### src/rtl/cam_stream_gen.sv
// cam_stream_gen: OV7670-style parallel stream source (pclk, v_sync, h_ref, data)
// carrying RGB565 colour bars, for exercising the capture path without a sensor.
// Optional build macro CAM_STREAM_SCROLL_EN: bar pattern shifts one position per
// completed frame (offset taken from frame_count[2:0]).
module cam_stream_gen #(
    parameter int unsigned H_PIXELS    = 640,
    parameter int unsigned V_LINES     = 480,
    parameter int unsigned H_BLANK     = 144,
    parameter int unsigned VSYNC_LINES = 3,
    parameter int unsigned V_BACK      = 17,
    parameter int unsigned V_FRONT     = 10
) (
    input  logic       clk_25,
    input  logic       reset_n,
    input  logic       enable,
    output logic       pclk,
    output logic       v_sync,
    output logic       h_ref,
    output logic [7:0] data_out,
    output logic       frame_done,
    output logic [7:0] frame_count
);

    localparam int unsigned LINE_SLOTS = 2 * H_PIXELS + H_BLANK;
    localparam int unsigned ACT_SLOTS  = 2 * H_PIXELS;
    localparam int unsigned BAR_W      = H_PIXELS / 8;
    localparam int unsigned MAX_VS_VB  = (VSYNC_LINES > V_BACK) ? VSYNC_LINES : V_BACK;
    localparam int unsigned MAX_VL_VF  = (V_LINES > V_FRONT) ? V_LINES : V_FRONT;
    localparam int unsigned LINE_MAX   = (MAX_VS_VB > MAX_VL_VF) ? MAX_VS_VB : MAX_VL_VF;
    localparam int unsigned SLOT_W     = $clog2(LINE_SLOTS);
    localparam int unsigned LINE_W     = (LINE_MAX > 1) ? $clog2(LINE_MAX) : 1;

    localparam logic [SLOT_W-1:0] SLOT_LAST   = SLOT_W'(LINE_SLOTS - 1);
    localparam logic [SLOT_W-1:0] ACT_END     = SLOT_W'(ACT_SLOTS);
    localparam logic [SLOT_W-1:0] BAR_DIV     = SLOT_W'(BAR_W);
    localparam logic [LINE_W-1:0] VSYNC_LAST  = LINE_W'(VSYNC_LINES - 1);
    localparam logic [LINE_W-1:0] VBACK_LAST  = LINE_W'(V_BACK - 1);
    localparam logic [LINE_W-1:0] ACTIVE_LAST = LINE_W'(V_LINES - 1);
    localparam logic [LINE_W-1:0] VFRONT_LAST = LINE_W'(V_FRONT - 1);

    typedef enum logic [2:0] {
        S_IDLE,
        S_VSYNC,
        S_VBACK,
        S_ACTIVE,
        S_VFRONT
    } state_t;

    state_t              state_q, state_d;
    logic [SLOT_W-1:0]   slot_q, slot_d;
    logic [LINE_W-1:0]   line_q, line_d;
    logic                pclk_q, pclk_d;
    logic                v_sync_q, v_sync_d;
    logic                h_ref_q, h_ref_d;
    logic [7:0]          data_q, data_d;
    logic                frame_done_q, frame_done_d;
    logic [7:0]          frame_count_q, frame_count_d;

    logic                line_end;
    logic                seg_end;
    logic [LINE_W-1:0]   seg_last;
    logic [SLOT_W-1:0]   px_x;
    logic [2:0]          bar_base;
    logic [2:0]          bar_idx;
    logic [15:0]         rgb;

    function automatic logic [15:0] bar_rgb(input logic [2:0] idx);
        case (idx)
            3'd0:    bar_rgb = 16'hFFFF;  // white
            3'd1:    bar_rgb = 16'hFFE0;  // yellow
            3'd2:    bar_rgb = 16'h07FF;  // cyan
            3'd3:    bar_rgb = 16'h07E0;  // green
            3'd4:    bar_rgb = 16'hF81F;  // magenta
            3'd5:    bar_rgb = 16'hF800;  // red
            3'd6:    bar_rgb = 16'h001F;  // blue
            default: bar_rgb = 16'h0000;  // black
        endcase
    endfunction

    // Next-state, timing counters and the outputs of the upcoming slot.
    // Everything except pclk advances only on the clk_25 edge where pclk falls,
    // and the outputs are derived from the next position so they are registered.
    always_comb begin
        pclk_d        = ~pclk_q;
        state_d       = state_q;
        slot_d        = slot_q;
        line_d        = line_q;
        v_sync_d      = v_sync_q;
        h_ref_d       = h_ref_q;
        data_d        = data_q;
        frame_done_d  = 1'b0;
        frame_count_d = frame_count_q;
        px_x          = '0;
        bar_base      = '0;
        bar_idx       = '0;
        rgb           = '0;

        line_end = (slot_q == SLOT_LAST);
        case (state_q)
            S_VSYNC:  seg_last = VSYNC_LAST;
            S_VBACK:  seg_last = VBACK_LAST;
            S_ACTIVE: seg_last = ACTIVE_LAST;
            S_VFRONT: seg_last = VFRONT_LAST;
            default:  seg_last = '0;
        endcase
        seg_end = line_end && (line_q == seg_last);

        if (pclk_q) begin
            case (state_q)
                S_IDLE: begin
                    if (enable) begin
                        state_d = S_VSYNC;
                        slot_d  = '0;
                        line_d  = '0;
                    end
                end
                default: begin
                    if (!line_end) begin
                        slot_d = slot_q + 1'b1;
                    end else begin
                        slot_d = '0;
                        if (!seg_end) begin
                            line_d = line_q + 1'b1;
                        end else begin
                            line_d = '0;
                            case (state_q)
                                S_VSYNC:  state_d = S_VBACK;
                                S_VBACK:  state_d = S_ACTIVE;
                                S_ACTIVE: state_d = S_VFRONT;
                                default: begin
                                    // end of V_FRONT: frame boundary, enable sampled here
                                    state_d       = enable ? S_VSYNC : S_IDLE;
                                    frame_done_d  = 1'b1;
                                    frame_count_d = frame_count_q + 8'd1;
                                end
                            endcase
                        end
                    end
                end
            endcase

            px_x     = slot_d >> 1;
            bar_base = 3'(px_x / BAR_DIV);
`ifdef CAM_STREAM_SCROLL_EN
            bar_idx  = bar_base + frame_count_q[2:0];
`else
            bar_idx  = bar_base;
`endif
            rgb      = bar_rgb(bar_idx);

            v_sync_d = (state_d == S_VSYNC);
            h_ref_d  = (state_d == S_ACTIVE) && (slot_d < ACT_END);
            data_d   = h_ref_d ? (slot_d[0] ? rgb[7:0] : rgb[15:8]) : '0;
        end
    end

    // State and output registers; reset clears everything immediately.
    always_ff @(posedge clk_25 or negedge reset_n) begin
        if (!reset_n) begin
            state_q       <= S_IDLE;
            slot_q        <= '0;
            line_q        <= '0;
            pclk_q        <= 1'b0;
            v_sync_q      <= 1'b0;
            h_ref_q       <= 1'b0;
            data_q        <= '0;
            frame_done_q  <= 1'b0;
            frame_count_q <= '0;
        end else begin
            state_q       <= state_d;
            slot_q        <= slot_d;
            line_q        <= line_d;
            pclk_q        <= pclk_d;
            v_sync_q      <= v_sync_d;
            h_ref_q       <= h_ref_d;
            data_q        <= data_d;
            frame_done_q  <= frame_done_d;
            frame_count_q <= frame_count_d;
        end
    end

    assign pclk        = pclk_q;
    assign v_sync      = v_sync_q;
    assign h_ref       = h_ref_q;
    assign data_out    = data_q;
    assign frame_done  = frame_done_q;
    assign frame_count = frame_count_q;

endmodule

### config.mk
export PLATFORM = sky130hd
export DESIGN_NAME = cam_stream_gen
export DESIGN_NICKNAME = d
export VERILOG_FILES = /design/src/rtl/cam_stream_gen.sv
export SDC_FILE = /design/constraint.sdc
export NUM_CORES = 1
export LEC_CHECK = 0
export ABC_AREA = 0
export CAP_MARGIN = 10
export CORE_MARGIN = 2
export CORE_UTILIZATION = 57
export DETAILED_ROUTE_END_ITERATION = 10
export PLACE_DENSITY = 0.88
export SETUP_SLACK_MARGIN = 0.02
export SLEW_MARGIN = 20
export SYNTH_ARGS = -nofsm -noshare
export SYNTH_HDL_FRONTEND = slang
export SYNTH_SLANG_ARGS = --single-unit
### constraint.sdc
create_clock -name clk_25 -period 3.8 [get_ports clk_25]
set_clock_uncertainty 0.1 [all_clocks]
set_input_delay 0.57 -clock clk_25 [delete_from_list [all_inputs] [get_ports clk_25]]
set_output_delay 0.57 -clock clk_25 [all_outputs]
set_load 0.05 [all_outputs]
==> impl_metrics.toml <==
[outcome]
status = "completed"

[power]
leakage_uw = 0.001126
clkPwrFrac_pct = 41.7
powerDensity_mw_per_mm2 = 260.4
swShare_pct = 22.46
internal-power_uw = 551.8
seq_power_share_pct = 56.8
p_total_uw = 711.6
ir_drop_uv = 234.8
power.share.combinational_pct = 1.5
power.switching_uw = 159.9

[cts]
numCtsBuffers = 5
ctsHtreeMaxLevel = 2
clock_latency_ns = 0.30
cts_buffer_depth = 2
cts_resized = 0
clkSlewWorstSetupHoldPaths_ns = 0.08
post_cts_buffers = 0
hold_buffers = 0
cts_sinks = 38
tritoncts = "yes"
cts-root-buf = "clkbuf_8"

[place]
port_buffers = 22
gp_congestion = 0.8542
hpwl_um = 3939
placed_cells = 340

[yosys]
yosys_warnings = 0
synthTopCellsByCount = "dfrtp_1 (38), nand2_1 (32), nor2_1 (27)"
synth_cell_type_count = 59
syn-num-nets = 286
synth_cells = 280
synth-seq-cells = 38
synth_ff_type = "dfrtp_1"
async_flop_share_pct = 100.0
seq_area_frac_synth_pct = 38.60
synth_top_area_cell = "dfrtp_1"
netlist.area_leader.share_pct = 38.60
synth_edf_count = 0
yosys-top-cells-area = "dfrtp_1 (39%), o21ai_0 (5.3%), nand2_1 (4.9%)"
synth.most_common_cell = "dfrtp_1"
netlist_area_mm2 = 0.002464
synth_area_per_cell_um2 = 8.799

[setup_path]
crit_required_ns = 3.89
worstSetupPathType = "in -> reg"
worstPathCellList = "clkdlybuf4s50_1 > nor4_2 > nand2_1 > o211ai_2 > nand3_1 > or4_1 > nand4b_1 > a211oi_2 > a221o_1"
cp-start-kind = "input pin"
worstPathArrival_ns = 3.20
worstSetupEndpointType = "register"
crit_slowest_cell = "nor4_2"
cp_slowest_stage_delay_ns = 0.69
cp_max_fo = 8

[drt]
wl_per_cell_um = 15.65
via_per_inst = 6.328
drt_iter0_drc = 202
ant_nets = 0
drc = 0
drt-total-wl_um = 5446
dr.pass1.iters = 4
vias = 2202

[grt]
grt_first_pass_wirelength_um = 9660
grt.total_usage_pct = 24.27
gr-total-overflow = 0
grt_start_max_net_pins = 39
grt_pass1_vias = 2070
antenna_found_initial = 0

[run]
max_cap_violations = 0

[sta]
fin_crit_sh_pct = 81.91
max_clock_freq_mhz = 321.3
period_needed_ns = 3.113
worst_slew_pin_slew_ns = 0.8497
setup_viol_count_final = 0
drv_slew = 0
rsz0062_at_grt = "false"
hold_violations = 0
whs_ns = 0.2707
fin_tns_setup_ns = 0
relSlewSlack_pct = 43.35

[cells_and_area]
syn_to_final_growth_pct = 10.92
nNetsFinal = 303
num_antenna_cells = 0
layout-drive-gt1-share_pct = 7.718
fin_util_pct = 66.87
fin_cells = 348

[die]
die_area_mm2 = 0.004864
start_util_pct = 60.29
fp.dieH_um = 69.74
core_area_mm2 = 0.004086
die_width_um = 69.74
rows = 23
pin_count = 23

[hold_path]
hold_path.class = "in -> async"
[layer usage]
| layer | vias to the layer above | wire [um] | GRT usage, % |
|---|---|---|---|
| met5 | - | 0 | 0 |
| met2 | 63 | 2551 | 38.25 |
| li1 | 1076 | - | - |
| met4 | 0 | 107 | 9.188 |
| met3 | 12 | 265 | 5.378 |
| met1 | 1051 | 2521 | 32.72 |
[worst paths after layout]
path                                            start                    endpoint  slack, ns  depth (start not counted)
min in group clk_25        frame_count[7]$_DFFE_PN0P_  frame_count[7]$_DFFE_PN0P_       0.37                          1
max in group asynchronous                     reset_n       slot_q[6]$_DFFE_PN0P_       2.80                          1
min reg2reg                frame_count[7]$_DFFE_PN0P_  frame_count[7]$_DFFE_PN0P_       0.37                          1
max reg2reg                     slot_q[6]$_DFFE_PN0P_     data_out[2]$_DFFE_PN0P_       0.78                          8
max                                            enable     data_out[2]$_DFFE_PN0P_       0.69                          9
min                                           reset_n       line_q[0]$_DFFE_PN0P_       0.27                          1
[logic make-up after synthesis]
logic type	count (synthesis)	share of synthesized area (%)
buffers and inverters	22	6.195
AO/OA/AOI/OAI	79	21.79
multiplexers	6	2.539
flip-flops	38	38.60
AND/OR/NAND/NOR	123	26.11
adder cells (fa/ha/maj)	4	1.930
XOR/XNOR	8	2.844
[critical path, delay by kind of cell]
kind / cells / cell delay (ns)
AO/OA/AOI/OAI: 3 / 0.49
buffers and inverters: 1 / 0.52
AND/OR/NAND/NOR: 5 / 1.62
[placed cells by master, fill, tap and decap left out, types with 4 or more instances in the layout]
cell type,count
dfrtp_1,38
xnor2_1,6
a31oi_1,4
nor2_1,27
nand2_1,32
nand2b_1,5
or4_1,4
nand4_1,4
a21o_1,4
and3_1,4
nor3_1,7
nor4_1,5
clkdlybuf4s50_1,21
clkbuf_8,6
mux2i_1,4
inv_1,6
o21ai_0,26
nand3_1,14
a21oi_1,17
[layout make-up]
class                           instances  area [um^2]
Multi-Input combinational cell        220         1360
Fill cell                             328         1354
Sequential cell                        38        950.9
Timing Repair Buffer                   25        237.7
Clock buffer                            6        82.58
Tap cell                               50        62.56
Inverter                                7        26.28
Clock inverter                          2        12.51
[flip-flops by register name (all words and copies together) (netlist names)]
register / count
state_q: 3
frame_count: 8
pclk: 1
frame_done: 1
data_out: 3
line_q: 9
h_ref: 1
v_sync: 1
slot_q: 11
[through the flow]
stage / setup slack (ns) / area, um^2
6_report: 0.6875 / 2733
3_3_place_gp: 0.4498 / 2638
5_1_grt: 0.5073 / 2733
3_5_place_dp: 0.3764 / 2638
2_1_floorplan: 1.023 / 2464
4_1_cts: 0.6996 / 2733
[power groups by stage]
stage	Sequential [uW]	Combinational, uW	Clock, uW
floorplan	412	0.850	0
global route	404	12.9	323
finish	404	10.8	297
global placement	412	11.1	0
detailed placement	412	11.5	0
CTS	404	11.5	302
Note: power is estimated with default switching activity, not from simulation.
